$ cat src/rtl/fetch_pkg.sv
// Shared types and constants for the instruction-fetch stage.
package fetch_pkg;

  localparam int          INSTR_W          = 32;
  localparam int          PC_INC           = 4;
  localparam logic [31:0] DEFAULT_RESET_PC = 32'h0000_0000;

  // Occupancy of the prefetch FIFO
  typedef enum logic [1:0] {
    FQ_EMPTY,
    FQ_PARTIAL,
    FQ_FULL
  } fifo_state_e;

  // One prefetched instruction with the PC it was fetched from (32-bit PC build)
  typedef struct packed {
    logic [31:0]        pc;
    logic [INSTR_W-1:0] instr;
  } fetch_entry_t;

endpackage

$ cat src/rtl/fetch_fifo.sv
// Prefetch FIFO: circular buffer of fetch entries with push/pop/flush.
// Occupancy is tracked by a count register plus an EMPTY/PARTIAL/FULL state.
// The caller never pushes when full without a pop, never pops when empty,
// and never pushes during a flush.
module fetch_fifo
  import fetch_pkg::*;
#(
  parameter int  DEPTH   = 2,
  parameter type entry_t = fetch_entry_t
) (
  input  logic   clk,
  input  logic   reset,
  input  logic   push,
  input  logic   pop,
  input  logic   flush,
  input  entry_t wr_data,
  output entry_t head,
  output logic   full,
  output logic   empty
);

  localparam int                PTR_W    = $clog2(DEPTH);
  localparam int                CNT_W    = PTR_W + 1;
  localparam logic [CNT_W-1:0]  CNT_FULL = CNT_W'(DEPTH);

  entry_t             mem_q [DEPTH];
  logic [PTR_W-1:0]   wr_ptr, rd_ptr;
  logic [CNT_W-1:0]   cnt_q, cnt_d;
  fifo_state_e        state_q, state_d;

  // Entry storage; cleared only on reset so the head is never X, even after a flush
  always_ff @(posedge clk) begin
    if (!reset) begin
      for (int i = 0; i < DEPTH; i++) mem_q[i] <= '0;
    end else if (push && !flush) begin
      mem_q[wr_ptr] <= wr_data;
    end
  end

  // Read/write pointers wrap naturally at DEPTH (power of two)
  always_ff @(posedge clk) begin
    if (!reset || flush) begin
      wr_ptr <= '0;
      rd_ptr <= '0;
    end else begin
      if (push) wr_ptr <= wr_ptr + 1'b1;
      if (pop)  rd_ptr <= rd_ptr + 1'b1;
    end
  end

  // Next occupancy: flush wins, simultaneous push+pop leaves count unchanged
  always_comb begin
    cnt_d = cnt_q;
    if (flush) begin
      cnt_d = '0;
    end else begin
      case ({push, pop})
        2'b10:   cnt_d = cnt_q + 1'b1;
        2'b01:   cnt_d = cnt_q - 1'b1;
        default: cnt_d = cnt_q;
      endcase
    end
  end

  // State register (count and occupancy state)
  always_ff @(posedge clk) begin
    if (!reset) begin
      cnt_q   <= '0;
      state_q <= FQ_EMPTY;
    end else begin
      cnt_q   <= cnt_d;
      state_q <= state_d;
    end
  end

  // Next-state: derived from the next occupancy, flush always lands in EMPTY
  always_comb begin
    state_d = FQ_PARTIAL;
    if (flush || cnt_d == '0) state_d = FQ_EMPTY;
    else if (cnt_d == CNT_FULL) state_d = FQ_FULL;
  end

  // Outputs decoded from the registered state
  always_comb begin
    full  = (state_q == FQ_FULL);
    empty = (state_q == FQ_EMPTY);
  end

  assign head = mem_q[rd_ptr];

endmodule

$ cat src/rtl/fetch_unit.sv
// Instruction-fetch stage: owns the PC, drives the combinational instruction
// memory, buffers {pc, instr} in a prefetch FIFO and hands it to decode over
// valid/ready. A taken branch redirects the PC and flushes the FIFO.
// Optional: define FETCH_STALL_CNT_EN to build the saturating back-pressure
// counter on stall_cnt; otherwise stall_cnt is tied to zero.
module fetch_unit
  import fetch_pkg::*;
#(
  parameter int              ADDR_W     = 32,
  parameter logic [ADDR_W-1:0] RESET_PC = ADDR_W'(DEFAULT_RESET_PC),
  parameter int              FIFO_DEPTH = 2
) (
  input  logic               clk,
  input  logic               reset,
  output logic [ADDR_W-1:0]  imem_addr,
  input  logic [INSTR_W-1:0] imem_rdata,
  input  logic               br_taken,
  input  logic [ADDR_W-1:0]  br_target,
  output logic               if_valid,
  output logic [INSTR_W-1:0] if_instr,
  output logic [ADDR_W-1:0]  if_pc,
  input  logic               id_ready,
  output logic [31:0]        stall_cnt
);

  typedef struct packed {
    logic [ADDR_W-1:0]  pc;
    logic [INSTR_W-1:0] instr;
  } entry_t;

  logic [ADDR_W-1:0] pc_q;
  logic              push, pop, fifo_full, fifo_empty;
  entry_t            wr_entry, head;
  logic              unused_br_lsb;

  assign unused_br_lsb = ^br_target[1:0];

  assign imem_addr = pc_q;
  assign if_valid  = !fifo_empty;
  assign pop       = if_valid & id_ready;
  // A full FIFO can still accept when the head leaves this cycle
  assign push      = !br_taken & (!fifo_full | pop);
  assign wr_entry  = '{pc: pc_q, instr: imem_rdata};
  assign if_pc     = head.pc;
  assign if_instr  = head.instr;

  // PC: redirect beats sequential advance; advance only when the fetch was captured
  always_ff @(posedge clk) begin
    if (!reset)        pc_q <= RESET_PC;
    else if (br_taken) pc_q <= {br_target[ADDR_W-1:2], 2'b00};
    else if (push)     pc_q <= pc_q + ADDR_W'(PC_INC);
  end

  fetch_fifo #(
    .DEPTH   (FIFO_DEPTH),
    .entry_t (entry_t)
  ) u_fifo (
    .clk     (clk),
    .reset   (reset),
    .push    (push),
    .pop     (pop),
    .flush   (br_taken),
    .wr_data (wr_entry),
    .head    (head),
    .full    (fifo_full),
    .empty   (fifo_empty)
  );

`ifdef FETCH_STALL_CNT_EN
  logic [31:0] stall_q;

  // Count cycles where decode holds off a valid head; saturate, clear on reset only
  always_ff @(posedge clk) begin
    if (!reset)                                      stall_q <= '0;
    else if (if_valid && !id_ready && stall_q != '1) stall_q <= stall_q + 32'd1;
  end

  assign stall_cnt = stall_q;
`else
  assign stall_cnt = '0;
`endif

endmodule

$ cat config.mk
export PLATFORM = sky130hd
export DESIGN_NAME = fetch_unit
export DESIGN_NICKNAME = d
export VERILOG_FILES = /design/src/rtl/fetch_pkg.sv /design/src/rtl/fetch_fifo.sv /design/src/rtl/fetch_unit.sv
export SDC_FILE = /design/constraint.sdc
export NUM_CORES = 1
export LEC_CHECK = 0
export ABC_AREA = 1
export CORE_MARGIN = 3
export CORE_UTILIZATION = 45
export CTS_CLUSTER_DIAMETER = 30
export DETAILED_ROUTE_END_ITERATION = 8
export PLACE_DENSITY = 0.85
export SYNTH_ARGS = -nofsm -noshare
export SYNTH_HDL_FRONTEND = slang
export SYNTH_SLANG_ARGS = --single-unit
export TNS_END_PERCENT = 5
$ cat constraint.sdc
create_clock -name clk -period 3.9 [get_ports clk]
set_input_delay 1.17 -clock clk [delete_from_list [all_inputs] [get_ports clk]]
set_output_delay 1.17 -clock clk [all_outputs]
set_load 0.02 [all_outputs]
==> flow_metrics.env, run 1 <==
export IMPL_synth_area_leaders="sky130_fd_sc_hd__edfxtp_1 47%, sky130_fd_sc_hd__dfxtp_1 9.4%, sky130_fd_sc_hd__mux2_2 8.9%"
export IMPL_cts_max_path_buffers=2
export IMPL_syn2layout_area_growth_pct=29.2
export IMPL_synth_sequential_area_ratio_pct=56.7
export IMPL_routed_wl_met2_mm=9.20
export IMPL_insertedDiodeCount=0
export IMPL_skew_ps=6.98
export IMPL_first_global_vias=5738
export IMPL_grt_setup_unrepaired="false"
export IMPL_route_final_wire_length_mm=18.9
export IMPL_synth_compound_gate_area_share_pct=4.75
export IMPL_drtPass1Iterations=5
export IMPL_main_combinational_cell_family_by_area_after_synthesis="simple AND/OR/NAND/NOR gates"
export IMPL_multiInputGateArea_um2=2770
export IMPL_fin_util_pct=60.4
export IMPL_grt_max_degree=63
export IMPL_worst_slew_pin_transition_ps=700
export IMPL_max_stage_delay_ps=690
export IMPL_synth_largest_area_cell="sky130_fd_sc_hd__edfxtp_1"
export IMPL_cp_endpoint="if_pc[13]"
export IMPL_critPathTopFamily="buffers and inverters"
export IMPL_cts_reportedPaths_clkPinSlew_ps=60
export IMPL_power_density_nw_per_um2=408
export IMPL_wl_met3_mm=1.31
export IMPL_synthCells=826
export IMPL_die_area_um2=19100
export IMPL_globalRoute_totalOverflow=0
export IMPL_synth_adder_area_share_pct=0.159
export IMPL_placed_area_um2=9590
export IMPL_netlist_area_um2=7870
export IMPL_route_detailed_drc=0
export IMPL_post_cts_hold_buffer_count=0
export IMPL_register_area_um2=4470
export IMPL_hold_violations=0
export IMPL_required_ps=2730
export IMPL_chipWidth_um=138
export IMPL_share_of_post_route_cells_with_drive_strength_above_1_pct=13.4
export IMPL_cts_htree_levels=4
export IMPL_crit_fanout=25
export IMPL_initial_core_util_pct=46.8
export IMPL_total_count_of_max_transition_violations_in_the_final_report=0
export IMPL_core_um2=16800
export IMPL_pin_count=197
export IMPL_rows=47
export IMPL_end_kind="primary output"
export IMPL_setup_total_negative_slack_ps=0
export IMPL_slowest_stage="sky130_fd_sc_hd__dfxtp_2"
export IMPL_post_synth_top_area_fraction_pct=47.3
export IMPL_yosys_area_share_xor_xnor_pct=1.11
export IMPL_setup_viol_count_final=0
export IMPL_detailedRoute_firstIterationViolations=356
export IMPL_worst_r2r_endpoint="imem_addr[16]"
export IMPL_clk_root_buffer_cell="sky130_fd_sc_hd__clkbuf_16"
export IMPL_port_buffers=158
export IMPL_clock_sink_count=161
export IMPL_cap_viol_max_count=0
export IMPL_final_net_count=1051
export IMPL_post_drt_wl_per_cell_um=15.6
export IMPL_grt_antenna_before_repair=0
export IMPL_netlist_cell_type_count=28
export IMPL_vias_per_cell=4.95
export IMPL_outcome="finished, final reports clean"
export IMPL_timing_setup_critical_path_class="reg2out"
export IMPL_cts_resized=0
export IMPL_layout_worst_path_cycle_share_pct=90.0
export IMPL_synth_mux_area_fraction_pct=8.87
export IMPL_nFillCells=1413
export IMPL_ff2ff_path_depth=7
export IMPL_finalCriticalPeriod_ps=3510
export IMPL_leakage_uw=0.00398
export IMPL_grt_first_pass_wirelength_mm=29.9
export IMPL_drtAntennaViolNets=0
export IMPL_number_of_synthesis_warnings=0
export IMPL_critical_path_cell_list="buf_12 > mux2_2 > clkdlybuf4s50_1"
export IMPL_gpl_final_weighted_congestion=0.949
export IMPL_cts_buffers_inserted=17
export IMPL_crit_path_start_kind="flip-flop"
export IMPL_holdCritPathClass="reg2reg"
export IMPL_vdd_ir_drop_worst_mv=0.332
export IMPL_post_dp_hpwl_mm=13.4
export IMPL_worst_skew_pair_late_latency_ps=420
export IMPL_tritoncts="built"
export IMPL_worst_r2r_setup_slack_ps=1990
export IMPL_max_slew_margin_rel_pct=53.3
export IMPL_synth_seq_cells=161
export IMPL_finalInstanceArea_um2=10200
export IMPL_worstPathArrival_ps=2340
export IMPL_via_count=6014
export IMPL_met1_wire_length_mm=8.11
export IMPL_crit_buf_inv=2
export IMPL_highest_signal_layer="met4"
export IMPL_r2r_start="imem_addr[2]"
export IMPL_synth_simple_area_share_pct=18.4
export IMPL_maxClockFrequency_ghz=0.285
export IMPL_hold_worst_slack_ps=475
export IMPL_post_cts_setup_buffer_count=0
export IMPL_grt_total_usage_pct=19.7
export IMPL_crit_cells=3
export IMPL_vertical_die_dimension_um=138
export IMPL_post_synth_cell_area_avg_um2=9.53
how the worst min path moves through the flow:
stage	from	endpoint	cells after the start
4_1_cts	u_fifo.rd_ptr	flip-flop	2
2_1_floorplan	u_fifo.rd_ptr	flip-flop	2
3_3_place_gp	u_fifo.rd_ptr	flip-flop	2
3_5_place_dp	u_fifo.rd_ptr	flip-flop	2
5_1_grt	u_fifo.rd_ptr	flip-flop	2
6_report	u_fifo.rd_ptr	flip-flop	2
cells in the mapped netlist (all sizes together):
cell type	number
nor2	180
nand2	153
edfxtp	124
inv	100
mux2	62
buf	56
dfxtp	37
o21ai	32
a21oi	30
nand3	20
clkbuf	10
xor2	10
a31oi	7
conb	1
ha	1
o2111ai	1
o211ai	1
or2	1
flip-flops by register name, indices dropped and copies added (netlist names), named ones only:
register	count
u_fifo.rd_ptr	1
u_fifo.mem_q	124
u_fifo.wr_ptr	1
u_fifo.cnt_q	2
u_fifo.state_q	2
imem_addr	30
final cells by class:
class                      instances  area share (%)
sequential                       161            43.9
multi-input combinational        534            27.2
timing repair buffer             168            16.8
clock buffer                      20            4.59
inverter                         100            3.69
tap                              220            2.71
clock inverter                    12            1.07
layout by cell type (no fill, tap or decap), types with 2 or more instances in the layout:
cell type	netlist	routed
sky130_fd_sc_hd__nand2_1	146	144
sky130_fd_sc_hd__edfxtp_1	124	124
sky130_fd_sc_hd__buf_4	36	6
sky130_fd_sc_hd__mux2_2	62	62
sky130_fd_sc_hd__o21ai_0	31	31
sky130_fd_sc_hd__nor2_1	168	168
sky130_fd_sc_hd__clkinv_4	0	3
sky130_fd_sc_hd__nand3_2	1	2
sky130_fd_sc_hd__buf_12	0	4
sky130_fd_sc_hd__inv_2	4	4
sky130_fd_sc_hd__inv_1	96	96
sky130_fd_sc_hd__nand3_1	19	18
sky130_fd_sc_hd__nor2_2	4	4
sky130_fd_sc_hd__a21oi_1	29	29
sky130_fd_sc_hd__xor2_1	10	10
sky130_fd_sc_hd__clkbuf_16	0	17
sky130_fd_sc_hd__nand2_2	7	9
sky130_fd_sc_hd__nor2_4	8	8
sky130_fd_sc_hd__a31oi_1	7	7
sky130_fd_sc_hd__dfxtp_1	37	36
sky130_fd_sc_hd__conb_1	1	36
sky130_fd_sc_hd__clkdlybuf4s50_1	0	158
sky130_fd_sc_hd__clkbuf_8	0	3
sky130_fd_sc_hd__clkinvlp_4	0	4
sky130_fd_sc_hd__clkinv_2	0	2
metal layers:
layer	vias up	global-route usage (%)
li1	2915	-
met4	0	5.98
met2	253	32.0
met5	-	0
met3	21	4.94
met1	2825	26.3
report_power, final:
group          switching (uW)  internal [uW]
sequential               51.7           1940
combinational             315            247
clock                     666            929
total                    1030           3120
logic make-up (layout without fill, tap and decap cells):
| kind of cell | after synthesis | after routing |
|---|---|---|
| flip-flops | 161 | 161 |
| buffers and inverters | 166 | 300 |
| other | 1 | 36 |
| XOR/XNOR | 10 | 10 |
| AO/OA/AOI/OAI | 71 | 71 |
| AND/OR/NAND/NOR | 354 | 354 |
| multiplexers | 62 | 62 |
| adder cells (fa/ha/maj) | 1 | 1 |
per-stage QoR:
| step | std cells | power [uW] | setup WS (ps) |
|---|---|---|---|
| 4_1_cts | 1215 | 4180 | 362 |
| 2_1_floorplan | 861 | 2350 | 210 |
| 6_report | 1215 | 4150 | 390 |
| 3_3_place_gp | 1183 | 2580 | 833 |
| 5_1_grt | 1215 | 4310 | 280 |
| 3_5_place_dp | 1183 | 2590 | 799 |
worst register-to-register path, cell delays in order (launching register included):
cell and delay [ps]:
sky130_fd_sc_hd__dfxtp_1 590, sky130_fd_sc_hd__ha_1 300, sky130_fd_sc_hd__nand3_1 130, sky130_fd_sc_hd__nor2_1 350, sky130_fd_sc_hd__nand3_1 140, sky130_fd_sc_hd__xor2_1 160
sky130_fd_sc_hd__nand2_1 60, sky130_fd_sc_hd__a21oi_1 120
Power figures use the tool's default switching activity.
==> run 2, diff against run 1 <==
--- a/config.mk
+++ b/config.mk
@@ -10,8 +10,9 @@
 export CORE_UTILIZATION = 45
 export CTS_CLUSTER_DIAMETER = 30
 export DETAILED_ROUTE_END_ITERATION = 8
-export PLACE_DENSITY = 0.85
+export PLACE_DENSITY = 0.84
 export SYNTH_ARGS = -nofsm -noshare
 export SYNTH_HDL_FRONTEND = slang
+export SYNTH_HIERARCHICAL = 1
 export SYNTH_SLANG_ARGS = --single-unit
 export TNS_END_PERCENT = 5
==> run 2 against run 1 <==
Compared with the run above: count of clock-buffer cells in the layout is 1 lower; sequential share of layout area is 0.56 points lower; wire length is 0.21% higher; clock power is 17% higher; fmax is 1.1% higher; cell area is 4.0% higher; via count is 1.7% higher; clock skew is 6.6 ps higher; synthesized area is 4.2% higher; die area is 4.0% higher; first-iteration DRC count is 36% higher; critical path depth stayed put; largest power group unchanged.
==> flow_metrics.env, run 2 <==
export IMPL_outcome="finished, final reports clean"
export IMPL_ys_top_cells_by_count="165 x sky130_fd_sc_hd__nor2_1, 128 x sky130_fd_sc_hd__edfxtp_1, 117 x sky130_fd_sc_hd__inv_1, 116 x sky130_fd_sc_hd__nand2_1, 64 x sky130_fd_sc_hd__mux2_2"
export IMPL_global_routing_usage_on_met1_pct=25.1
export IMPL_insertedDiodeCount=0
export IMPL_post_cts_setup_buffer_count=0
export IMPL_biggest_register="u_fifo/mem_q"
export IMPL_synthCells=836
export IMPL_power_clock_fraction_pct=41.9
export IMPL_worst_r2r_endpoint="u_fifo/mem_q[0][41]"
export IMPL_crit_fanout=24
export IMPL_synth_edff_count=128
export IMPL_power_report_internal_total_uw=3430
export IMPL_worst_skew_pair_late_latency_ps=420
export IMPL_ff2ff_path_depth=11
export IMPL_post_synth_cell_area_avg_um2=9.80
export IMPL_vdd_ir_drop_worst_mv=0.330
export IMPL_synth_area_leaders="sky130_fd_sc_hd__edfxtp_1 47%, sky130_fd_sc_hd__dfxtp_1 9.0%, sky130_fd_sc_hd__mux2_2 8.8%"
export IMPL_hold_violations=0
export IMPL_cap_viol_max_count=0
export IMPL_layout_worst_path_cycle_share_pct=89.0
export IMPL_required_ps=2730
export IMPL_globalRoute_totalOverflow=0
export IMPL_worstPathArrival_ps=2300
export IMPL_timing_setup_critical_path_class="reg2out"
export IMPL_hold_worst_slack_ps=532
export IMPL_first_global_vias=5997
export IMPL_skew_ps=13.6
export IMPL_port_buffers=160
export IMPL_clk_root_buffer_cell="sky130_fd_sc_hd__clkbuf_16"
export IMPL_gpl_final_weighted_congestion=0.913
export IMPL_placed_area_um2=9910
export IMPL_rows=48
export IMPL_maxClockFrequency_ghz=0.288
export IMPL_finalCriticalPeriod_ps=3470
export IMPL_holdCritPathClass="reg2reg"
export IMPL_synth_seq_cells=165
export IMPL_groute_layer_met2_usage_pct=31.4
export IMPL_busiest_layer="met2"
export IMPL_post_cts_hold_buffer_count=0
export IMPL_route_detailed_drc=0
export IMPL_total_count_of_max_transition_violations_in_the_final_report=0
export IMPL_grt_setup_unrepaired="false"
export IMPL_netlist_area_um2=8200
export IMPL_postSynth_asyncResetShare_pct=0
export IMPL_route_final_wire_length_mm=19.0
export IMPL_grt_total_usage_pct=19.1
export IMPL_core_um2=17500
export IMPL_share_seq_of_total_power_pct=45.8
export IMPL_worst_r2r_setup_slack_ps=1730
export IMPL_power_density_nw_per_um2=421
export IMPL_syn2layout_area_growth_pct=29.0
export IMPL_grt_antenna_before_repair=0
export IMPL_worst_slew_pin_transition_ps=751
export IMPL_slowest_stage="sky130_fd_sc_hd__dfxtp_2"
export IMPL_yosys_most_used_dff="sky130_fd_sc_hd__edfxtp_1"
export IMPL_crit_path_start_kind="flip-flop"
export IMPL_end_kind="primary output"
export IMPL_largest_register_ffs=128
export IMPL_grt_first_pass_wirelength_mm=30.0
export IMPL_number_of_synthesis_warnings=6
export IMPL_tritoncts="built"
export IMPL_setup_viol_count_final=0
export IMPL_drtAntennaViolNets=0
export IMPL_chipWidth_um=141
export IMPL_max_slew_margin_rel_pct=49.9
export IMPL_cts_max_path_buffers=2
export IMPL_hold_depth=2
export IMPL_nFillCells=1459
export IMPL_timing_final_ws_setup_ps=429
export IMPL_vertical_die_dimension_um=141
export IMPL_synth_largest_area_cell="sky130_fd_sc_hd__edfxtp_1"
export IMPL_layout_commonest_cell="sky130_fd_sc_hd__nor2_1"
export IMPL_vias_per_cell=4.96
export IMPL_post_drt_wl_per_cell_um=15.4
export IMPL_preCtsSetupSlack_ps=602
export IMPL_critical_path_cell_list="buf_12 > mux2_2 > clkdlybuf4s50_1"
export IMPL_pin_count=197
export IMPL_leakage_uw=0.00421
export IMPL_grt_max_degree=66
export IMPL_switching_share_pct=23.0
export IMPL_worst_hold_endpoint="u_fifo/wr_ptr"
export IMPL_instances_no_fill=1233
export IMPL_min_from="u_fifo/wr_ptr"
export IMPL_share_of_post_route_cells_with_drive_strength_above_1_pct=14.0
export IMPL_max_stage_delay_ps=700
export IMPL_die_area_um2=19900
export IMPL_finalInstanceArea_um2=10600
export IMPL_post_synth_top_count_cell="sky130_fd_sc_hd__nor2_1"
export IMPL_detailedRoute_firstIterationViolations=485
export IMPL_drtPass1Iterations=5
export IMPL_clock_sink_count=165
export IMPL_final_net_count=1065
export IMPL_cts_reportedPaths_clkPinSlew_ps=60
export IMPL_net_switching_power_uw=1020
export IMPL_cts_buffers_inserted=17
export IMPL_cts_htree_levels=4
export IMPL_post_synth_top_area_fraction_pct=46.9
export IMPL_placedCellCount=1201
export IMPL_netlist_cell_type_count=39
export IMPL_r2r_start="u_fifo/state_q[1]"
export IMPL_via_count=6116
export IMPL_most_used_cells_in_the_layout_excluding_fill_and_tap_cells="165 x sky130_fd_sc_hd__nor2_1, 160 x sky130_fd_sc_hd__clkdlybuf4s50_1, 128 x sky130_fd_sc_hd__edfxtp_1"
export IMPL_initial_core_util_pct=46.7
export IMPL_synth_sequential_area_ratio_pct=55.9
export IMPL_cts_resized=0
export IMPL_globalRouteMet3Util_pct=3.87
export IMPL_power_combinational_fraction_pct=12.3
export IMPL_post_dp_hpwl_mm=12.8
run 2: cell count changes in the layout (fill, tap and decap cells not counted), moves of 5 or more:
cell                        before  now
sky130_fd_sc_hd__a21oi_1        29   15
sky130_fd_sc_hd__bufinv_16       1    6
sky130_fd_sc_hd__inv_1          96  117
sky130_fd_sc_hd__nand2_1       144  113
sky130_fd_sc_hd__nand3_1        18   33
sky130_fd_sc_hd__nand4_1         0    7
sky130_fd_sc_hd__nor3_1          0    6
sky130_fd_sc_hd__o21ai_0        31   18
sky130_fd_sc_hd__xor2_1         10    2
run 2: how the worst max path moves through the flow:
stage                               end      start
finish                        if_pc[13]  flip-flop
CTS                            if_pc[8]  flip-flop
floorplan            u_fifo/mem_q[1][0]   id_ready
global placement    u_fifo/mem_q[0][27]   id_ready
global route                  if_pc[14]  flip-flop
detailed placement  u_fifo/mem_q[0][45]   id_ready
run 2: per-layer routing:
metal	vias up	part of all wire (%)
li1	2964	-
met1	2879	43
met2	237	48
met3	36	6.1
met4	0	2.1
met5	-	0
run 2: layout make-up:
type / instances / area, um^2 / share of cell area, %
Sequential cell: 165 / 4590 / 43.4
Multi-Input combinational cell: 520 / 2860 / 27.1
Timing Repair Buffer: 170 / 1730 / 16.3
Inverter: 121 / 454 / 4.30
Clock buffer: 19 / 433 / 4.09
Tap cell: 225 / 282 / 2.66
Clock inverter: 13 / 230 / 2.18
run 2: kinds of logic (layout without fill, tap and decap cells):
| kind of cell | count (synthesis) | after routing | synth area share (%) |
|---|---|---|---|
| AOI/OAI and AO/OA | 58 | 58 | 4.27 |
| xor gates and xnor gates | 7 | 7 | 0.840 |
| adders and majority gates | 2 | 2 | 0.305 |
| buffers and inverters | 186 | 323 | 10.9 |
| DFF | 165 | 165 | 55.9 |
| muxes | 64 | 64 | 8.79 |
| other | 1 | 36 | 0.0458 |
| and+or+nand+nor | 353 | 353 | 18.9 |
run 2: worst max-delay path, delay by kind of cell, from the launching register on:
kind | cells | cell delay [ps]
mux | 1 | 350
buf+inv | 2 | 830
flops | 1 | 700
run 2: stage by stage:
step	TNS, ps	utilization [%]	total power, uW
floorplan	-5840	-	2380
global placement	0	56.5	2610
detailed placement	0	56.5	2620
CTS	0	60.3	4480
global route	0	60.3	4610
finish	0	60.3	4450
run 2: power groups by stage:
stage          clock network, uW  registers (uW)  logic, uW
6_report                    1860            2040        546
3_3_place_gp                   0            2070        539
5_1_grt                     1980            2050        587
2_1_floorplan                  0            2080        302
4_1_cts                     1890            2040        549
3_5_place_dp                   0            2080        545
